==> config.mk <==
export PLATFORM = sky130hd
export DESIGN_NAME = cam_frame_capture
export DESIGN_NICKNAME = d
export VERILOG_FILES = /design/src/rtl/cam_frame_capture.sv
export SDC_FILE = /design/constraint.sdc
export NUM_CORES = 1
export LEC_CHECK = 0
export CAP_MARGIN = 40
export CORE_MARGIN = 2
export CORE_UTILIZATION = 32
export DETAILED_ROUTE_END_ITERATION = 6
export PLACE_DENSITY = 0.57
export SLEW_MARGIN = 20
export SYNTH_ARGS = -nofsm -noshare
export SYNTH_HDL_FRONTEND = slang
export SYNTH_SLANG_ARGS = --single-unit
==> constraint.sdc <==
create_clock -name pclk -period 2.1 [get_ports pclk]
set_clock_uncertainty 0.1 [all_clocks]
set_input_delay 0.315 -clock pclk [delete_from_list [all_inputs] [get_ports pclk]]
set_output_delay 0.315 -clock pclk [all_outputs]
set_load 0.05 [all_outputs]
==> src/rtl/cam_frame_capture.sv <==
// DVP byte stream to RGB565 frame-buffer writer, one frame per ignite_cam request.
// Optional CAM_GRAY_EN: output stage converts each pixel to 8-bit grayscale.
module cam_frame_capture #(
   parameter int IMG_W     = 320,
   parameter int IMG_H     = 240,
   parameter int ADDRWIDTH = 18
) (
   input  logic                 pclk,
   input  logic                 preset,
   input  logic                 ignite_cam,
   output logic                 ignite_cam_ready,
   input  logic                 write_addr_index,
   input  logic                 cam_vsync,
   input  logic                 cam_href,
   input  logic                 cam_pvalid,
   input  logic [7:0]           cam_data,
   output logic                 fb_wr_en,
   output logic [ADDRWIDTH-1:0] fb_wr_addr,
   output logic [15:0]          fb_wr_data,
   output logic                 frame_short
);
   localparam int FRAME_PIX = IMG_W * IMG_H;
   localparam logic [ADDRWIDTH-1:0] FRAME_PIX_A = ADDRWIDTH'(FRAME_PIX);

   typedef enum logic [2:0] {IDLE, ARM, CAPTURE, DONE, RELEASE} state_t;

   state_t                 state_q, state_d;
   logic                   bank_q, bank_d;
   logic                   vsync_q, vsync_d;
   logic                   href_q, href_d;
   logic                   phase_q, phase_d;
   logic [7:0]             hi_q, hi_d;
   logic [15:0]            col_q, col_d;
   logic [15:0]            line_q, line_d;
   logic [ADDRWIDTH-1:0]   idx_q, idx_d;
   logic                   pix_vld_q, pix_vld_d;
   logic [15:0]            pix_q, pix_d;
   logic [ADDRWIDTH-1:0]   pix_addr_q, pix_addr_d;
   logic                   wr_en_q, wr_en_d;
   logic [ADDRWIDTH-1:0]   wr_addr_q, wr_addr_d;
   logic [15:0]            wr_data_q, wr_data_d;
   logic                   ready_q, ready_d;
   logic                   short_q, short_d;

   logic                   vs_rise, href_fall, byte_ok;
   logic [ADDRWIDTH-1:0]   base;

   function automatic logic [15:0] to_out(input logic [15:0] p);
`ifdef CAM_GRAY_EN
      logic [7:0]  r8, g8, b8;
      logic [15:0] sum;
      r8  = {p[15:11], p[15:13]};
      g8  = {p[10:5],  p[10:9]};
      b8  = {p[4:0],   p[4:2]};
      // Weights sum to 256, so the 16-bit sum cannot overflow.
      sum = 16'(r8) * 16'd77 + 16'(g8) * 16'd150 + 16'(b8) * 16'd29;
      return {8'h00, sum[15:8]};
`else
      return p;
`endif
   endfunction

   assign vs_rise   = cam_vsync & ~vsync_q;
   assign href_fall = href_q & ~cam_href;
   assign byte_ok   = cam_href & cam_pvalid;
   assign base      = bank_q ? FRAME_PIX_A : '0;

   always_comb begin
      state_d    = state_q;
      bank_d     = bank_q;
      vsync_d    = cam_vsync;
      href_d     = cam_href;
      phase_d    = phase_q;
      hi_d       = hi_q;
      col_d      = col_q;
      line_d     = line_q;
      idx_d      = idx_q;
      pix_vld_d  = 1'b0;
      pix_d      = pix_q;
      pix_addr_d = pix_addr_q;
      wr_en_d    = pix_vld_q;
      wr_addr_d  = pix_vld_q ? pix_addr_q : wr_addr_q;
      wr_data_d  = pix_vld_q ? to_out(pix_q) : wr_data_q;
      ready_d    = 1'b0;
      short_d    = 1'b0;

      case (state_q)
         IDLE: begin
            if (ignite_cam) begin
               bank_d  = write_addr_index;
               state_d = ARM;
            end
         end
         ARM: begin
            if (vs_rise) begin
               col_d   = '0;
               line_d  = '0;
               idx_d   = '0;
               phase_d = 1'b0;
               state_d = CAPTURE;
            end
         end
         CAPTURE: begin
            // Completion is checked first so it beats a coincident vsync edge.
            if (idx_q == FRAME_PIX_A) begin
               state_d = DONE;
            end else if (vs_rise) begin
               short_d = 1'b1;
               state_d = DONE;
            end else if (href_fall) begin
               col_d   = '0;
               phase_d = 1'b0;
               if (line_q < 16'(IMG_H)) line_d = line_q + 16'd1;
            end else if (byte_ok) begin
               if (!phase_q) begin
                  hi_d    = cam_data;
                  phase_d = 1'b1;
               end else begin
                  phase_d = 1'b0;
                  if (col_q < 16'(IMG_W)) begin
                     col_d = col_q + 16'd1;
                     if (line_q < 16'(IMG_H)) begin
                        pix_vld_d  = 1'b1;
                        pix_d      = {hi_q, cam_data};
                        pix_addr_d = base + idx_q;
                        idx_d      = idx_q + 1'b1;
                     end
                  end
               end
            end
         end
         DONE: begin
            ready_d = 1'b1;
            state_d = RELEASE;
         end
         RELEASE: begin
            if (!ignite_cam) state_d = IDLE;
         end
         default: state_d = IDLE;
      endcase
   end

   always_ff @(posedge pclk) begin
      if (preset) begin
         state_q    <= IDLE;
         bank_q     <= 1'b0;
         vsync_q    <= 1'b0;
         href_q     <= 1'b0;
         phase_q    <= 1'b0;
         hi_q       <= '0;
         col_q      <= '0;
         line_q     <= '0;
         idx_q      <= '0;
         pix_vld_q  <= 1'b0;
         pix_q      <= '0;
         pix_addr_q <= '0;
         wr_en_q    <= 1'b0;
         wr_addr_q  <= '0;
         wr_data_q  <= '0;
         ready_q    <= 1'b0;
         short_q    <= 1'b0;
      end else begin
         state_q    <= state_d;
         bank_q     <= bank_d;
         vsync_q    <= vsync_d;
         href_q     <= href_d;
         phase_q    <= phase_d;
         hi_q       <= hi_d;
         col_q      <= col_d;
         line_q     <= line_d;
         idx_q      <= idx_d;
         pix_vld_q  <= pix_vld_d;
         pix_q      <= pix_d;
         pix_addr_q <= pix_addr_d;
         wr_en_q    <= wr_en_d;
         wr_addr_q  <= wr_addr_d;
         wr_data_q  <= wr_data_d;
         ready_q    <= ready_d;
         short_q    <= short_d;
      end
   end

   assign fb_wr_en         = wr_en_q;
   assign fb_wr_addr       = wr_addr_q;
   assign fb_wr_data       = wr_data_q;
   assign ignite_cam_ready = ready_q;
   assign frame_short      = short_q;

endmodule

==> key figures <==
Hold path
  • Worst min path class: input port to flop
  • Hold Path Depth: 2

Clocking
  • Cts bufs inserted: 17
  • Hold-fix buffers at CTS: 0
  • H-tree Lvls: 4
  • CTS sink cnt: approximately 140
  • Later-pin clock latency in the skew report: between 400 and 500 ps
  • Max Root-Sink Buffers: 2
  • Clock tree root driver cell: clkbuf_16
  • TritonCTS clock tree: built
  • Worst-path clk slew: roughly 60 ps

Final layout
  • Multi-input gate area in the final layout: 2980 sq um
  • Layout area overhead: 38.6%
  • Fillers: 1625
  • Core Util, Final: 45.6%
  • Antenna diode count: 0
  • Fin nets: approximately 800
  • Ratio of cells with drive above 1 in the final layout: about 21%
  • Register area: between 2000 and 3000 sq um

Critical path
  • CP Class: flop to flop
  • CP peak stage delay: roughly 320 ps
  • Top cell by count, worst path: buf_4
  • WP depth: 10
  • Top cell family by delay on the critical path: buffers and inverters
  • CP Cell Sequence: inv_2, ha_4, nor4bb_4, nand4_1, buf_4, o21ai_4, buf_4, nor3_2, buf_4, a211oi_1
  • CP endpoint kind: flop
  • Required time of the worst setup path: around 2300 ps
  • Arrival time of the worst setup path: 2340 ps
  • Crit-path slowest cell: dfxtp_2
  • CP startpoint kind: flop
  • Reg2Reg Depth: 10
  • Worst Path Buf+Inv: 4
  • Crit Path Max Fanout: 8

Timing
  • RSZ-0062 raised after global routing: true
  • Fin crit period: approximately 2100 ps
  • Final Hold Fails: 0
  • Worst-Margin Slew: ~520 ps
  • Final worst path period share: 100%
  • Final slew viol count: 0
  • Max_slew headroom: 65.5%
  • Setup_tns: -10.1 ps
  • Worst setup margin: -10.1 ps
  • Fmax achieved: ~470 MHz
  • Finish-stage setup viols: 1
  • Final hold slack: 101 ps

Synth
  • Post-synth EDFFs: 0
  • Simple-Gate Fraction of Synth Area: between 20% and 30%
  • Multiplexer area fraction after synthesis: roughly 7.6%
  • Synth Cell Area: around 5700 sq um
  • Synth Area in Compound Gates: about an eighth
  • Total nets after synthesis: about 670
  • Post-synthesis sequential area ratio: 48.0%
  • Largest cells by area after synthesis: dfxtp_1, mux2i_1, nand2_1, nor2_1, a21oi_1
  • Synthesized flop and latch total: roughly 140
  • Cell count after synthesis: between 600 and 700
  • Post-synth ARST share: 0%
  • Main combinational cell family by area after synthesis: simple AND/OR/NAND/NOR gates
  • Xor/xnor share of the synthesized area: between 3 and 4%
  • Yosys top cell by area: dfxtp_1
  • Post-Synth Adder-Cell Area: ~2.1%
  • Ys flop type: dfxtp_1
  • Post-synth top area share: slightly below 50%
  • Post-synthesis cell type count: between 50 and 60
  • YS warnings: 0
  • Syn avg cell area: about 8.8 sq um

Run
  • # Max-Cap Violations: 0

Status
  • Failing checks: negative setup slack
  • Status: finished with violations

Routing
  • Routed vias/inst: 4.81
  • DRC viols: 0
  • DR iter-0 viols: 238
  • DRT Pass-1 Iters: 4
  • Total Wirelength: 13.7 mm
  • Routed len/inst: 13.6 microns
  • Vias post-DR: 4836
  • Routed Antenna Nets: 0

Floorplan
  • Die Ht: roughly 140 microns
  • Starting Density: about a third
  • Die area: between 15000 and 20000 sq um
  • Die width: around 140 microns
  • I/O pin count: 52
  • Placeable Area: around 17000 sq um
  • Row cnt: 48

Power and ir drop
  • P per Cell Area: about 760 nW/um^2
  • Leak Pwr: between 2 and 3 nW
  • VDD IR max: between 0.5 and 0.6 mV

Global routing
  • Initial antenna violation count: 0
  • Total gr overflow: 0
  • Largest net degree at the start of global routing: 38
  • First-pass GRT wire length: around 23 mm
  • GRT Overall Usage: between 10% and 20%
  • Vias in the first global route: roughly 5000

Placement
  • GPL Wtd Cong: approximately 0.85
  • Detailed placement HPWL: between 9 and 10 mm
  • I/O Buffers: 51
-- repair_timing --
action                                  4_1_cts  5_1_grt
pin swaps                                     7       13
setup buffers                                 2        7
resized for setup                            25       26
endpoints found under the setup margin       76       70
-- registers in the layout (all words and copies together), names as in the netlist --
signal	flops
idx_q	18
vsync_q	1
ignite_cam_ready	1
phase_q	1
col_q	16
fb_wr_addr	18
pix_addr_q	18
fb_wr_en	1
pix_q	16
state_q	3
bank_q	1
href_q	1
hi_q	8
line_q	16
pix_vld_q	1
fb_wr_data	16
frame_short	1
-- placed cells by master (no fill, tap or decap), types with 3 or more instances in the layout --
| cell | n |
|---|---|
| and3_1 | 16 |
| a211oi_1 | 3 |
| o21a_1 | 5 |
| nor3_1 | 10 |
| nand2_1 | 91 |
| ha_1 | 7 |
| a31oi_1 | 5 |
| o21ai_0 | 21 |
| a41oi_1 | 4 |
| xnor2_1 | 8 |
| and2_1 | 8 |
| dfxtp_1 | 133 |
| o31ai_1 | 4 |
| nand2b_1 | 7 |
| buf_12 | 3 |
| dfxtp_2 | 4 |
| a21oi_1 | 42 |
| nor2b_1 | 16 |
| xor2_1 | 11 |
| nand3_1 | 13 |
| clkdlybuf4s50_1 | 50 |
| clkbuf_16 | 17 |
| mux2i_1 | 42 |
| nand4_1 | 5 |
| buf_4 | 79 |
| buf_6 | 7 |
| nand3_2 | 4 |
| bufinv_16 | 4 |
| inv_1 | 7 |
| clkinv_4 | 5 |
| nor2_1 | 88 |
-- power by group --
group          switching, mW  internal [mW]  total [mW]
Combinational          0.146          0.116       0.262
Sequential           0.00646           2.61        2.62
Clock                   1.14           1.99        3.13
-- cell families (layout without fill, tap and decap cells) --
group / after synthesis / in the layout
xor gates and xnor gates: 20 / 20
and+or+nand+nor: 288 / 288
AOI/OAI and AO/OA: 104 / 104
adders and majority gates: 9 / 9
muxes: 43 / 43
buffers and inverters: 46 / 179
DFF: 137 / 137
-- stage by stage --
step	instance area [sq um]	power, mW	std cells	worst slack [ps]
final	7910	6.01	1005	-10.1
after global routing	7910	6.19	1005	-87.3
after CTS	7730	6.07	998	1.22
after detailed placement	6980	2.92	966	-253
after global placement	6980	2.91	966	-149
after floorplan	5710	2.80	647	10.8
-- synthesized netlist by cell type, types with 2 or more instances --
| library cell | instances |
|---|---|
| a211oi_1 | 5 |
| a21oi_1 | 44 |
| a31oi_1 | 6 |
| a41oi_1 | 5 |
| and2_1 | 8 |
| and3_1 | 18 |
| buf_1 | 2 |
| buf_2 | 8 |
| buf_4 | 2 |
| buf_6 | 2 |
| clkbuf_1 | 23 |
| dfxtp_1 | 137 |
| ha_1 | 8 |
| inv_1 | 9 |
| mux2i_1 | 42 |
| nand2_1 | 93 |
| nand2b_1 | 7 |
| nand3_1 | 16 |
| nand3b_1 | 2 |
| nand4_1 | 5 |
| nand4b_1 | 2 |
| nor2_1 | 89 |
| nor2b_1 | 16 |
| nor3_1 | 11 |
| nor4_1 | 6 |
| nor4b_1 | 3 |
| o21a_1 | 5 |
| o21ai_0 | 21 |
| o21ai_1 | 2 |
| o31ai_1 | 4 |
| xnor2_1 | 9 |
| xor2_1 | 11 |
-- per-layer routing --
| layer | vias to the layer above | global-route usage [%] | share of wire (%) |
|---|---|---|---|
| li1 | 2465 | - | - |
| met5 | - | 0 | 0 |
| met1 | 2282 | 19.0 | 47 |
| met4 | 0 | 5.73 | 1.6 |
| met3 | 17 | 4.34 | 3.4 |
| met2 | 72 | 25.9 | 48 |
-- worst paths after layout --
| kind | startpoint | end | slack [ps] |
|---|---|---|---|
| min reg2reg | pix_q[7] | pix_q[7] | 350 |
| min | preset | pix_addr_q[13] | 100 |
| max reg2reg | idx_q[1] | pix_addr_q[11] | -10 |
| max | idx_q[1] | pix_addr_q[11] | -10 |
-- area by class of cell --
type / count / area share [%]
clock buffers: 17 / 5.38
well taps: 225 / 3.56
multi-input cells: 464 / 37.7
repair buffers: 140 / 15.8
inverters: 9 / 0.427
clock inverters: 13 / 2.48
flip-flops and latches: 137 / 34.7
Note: power is estimated with default switching activity, not from simulation.
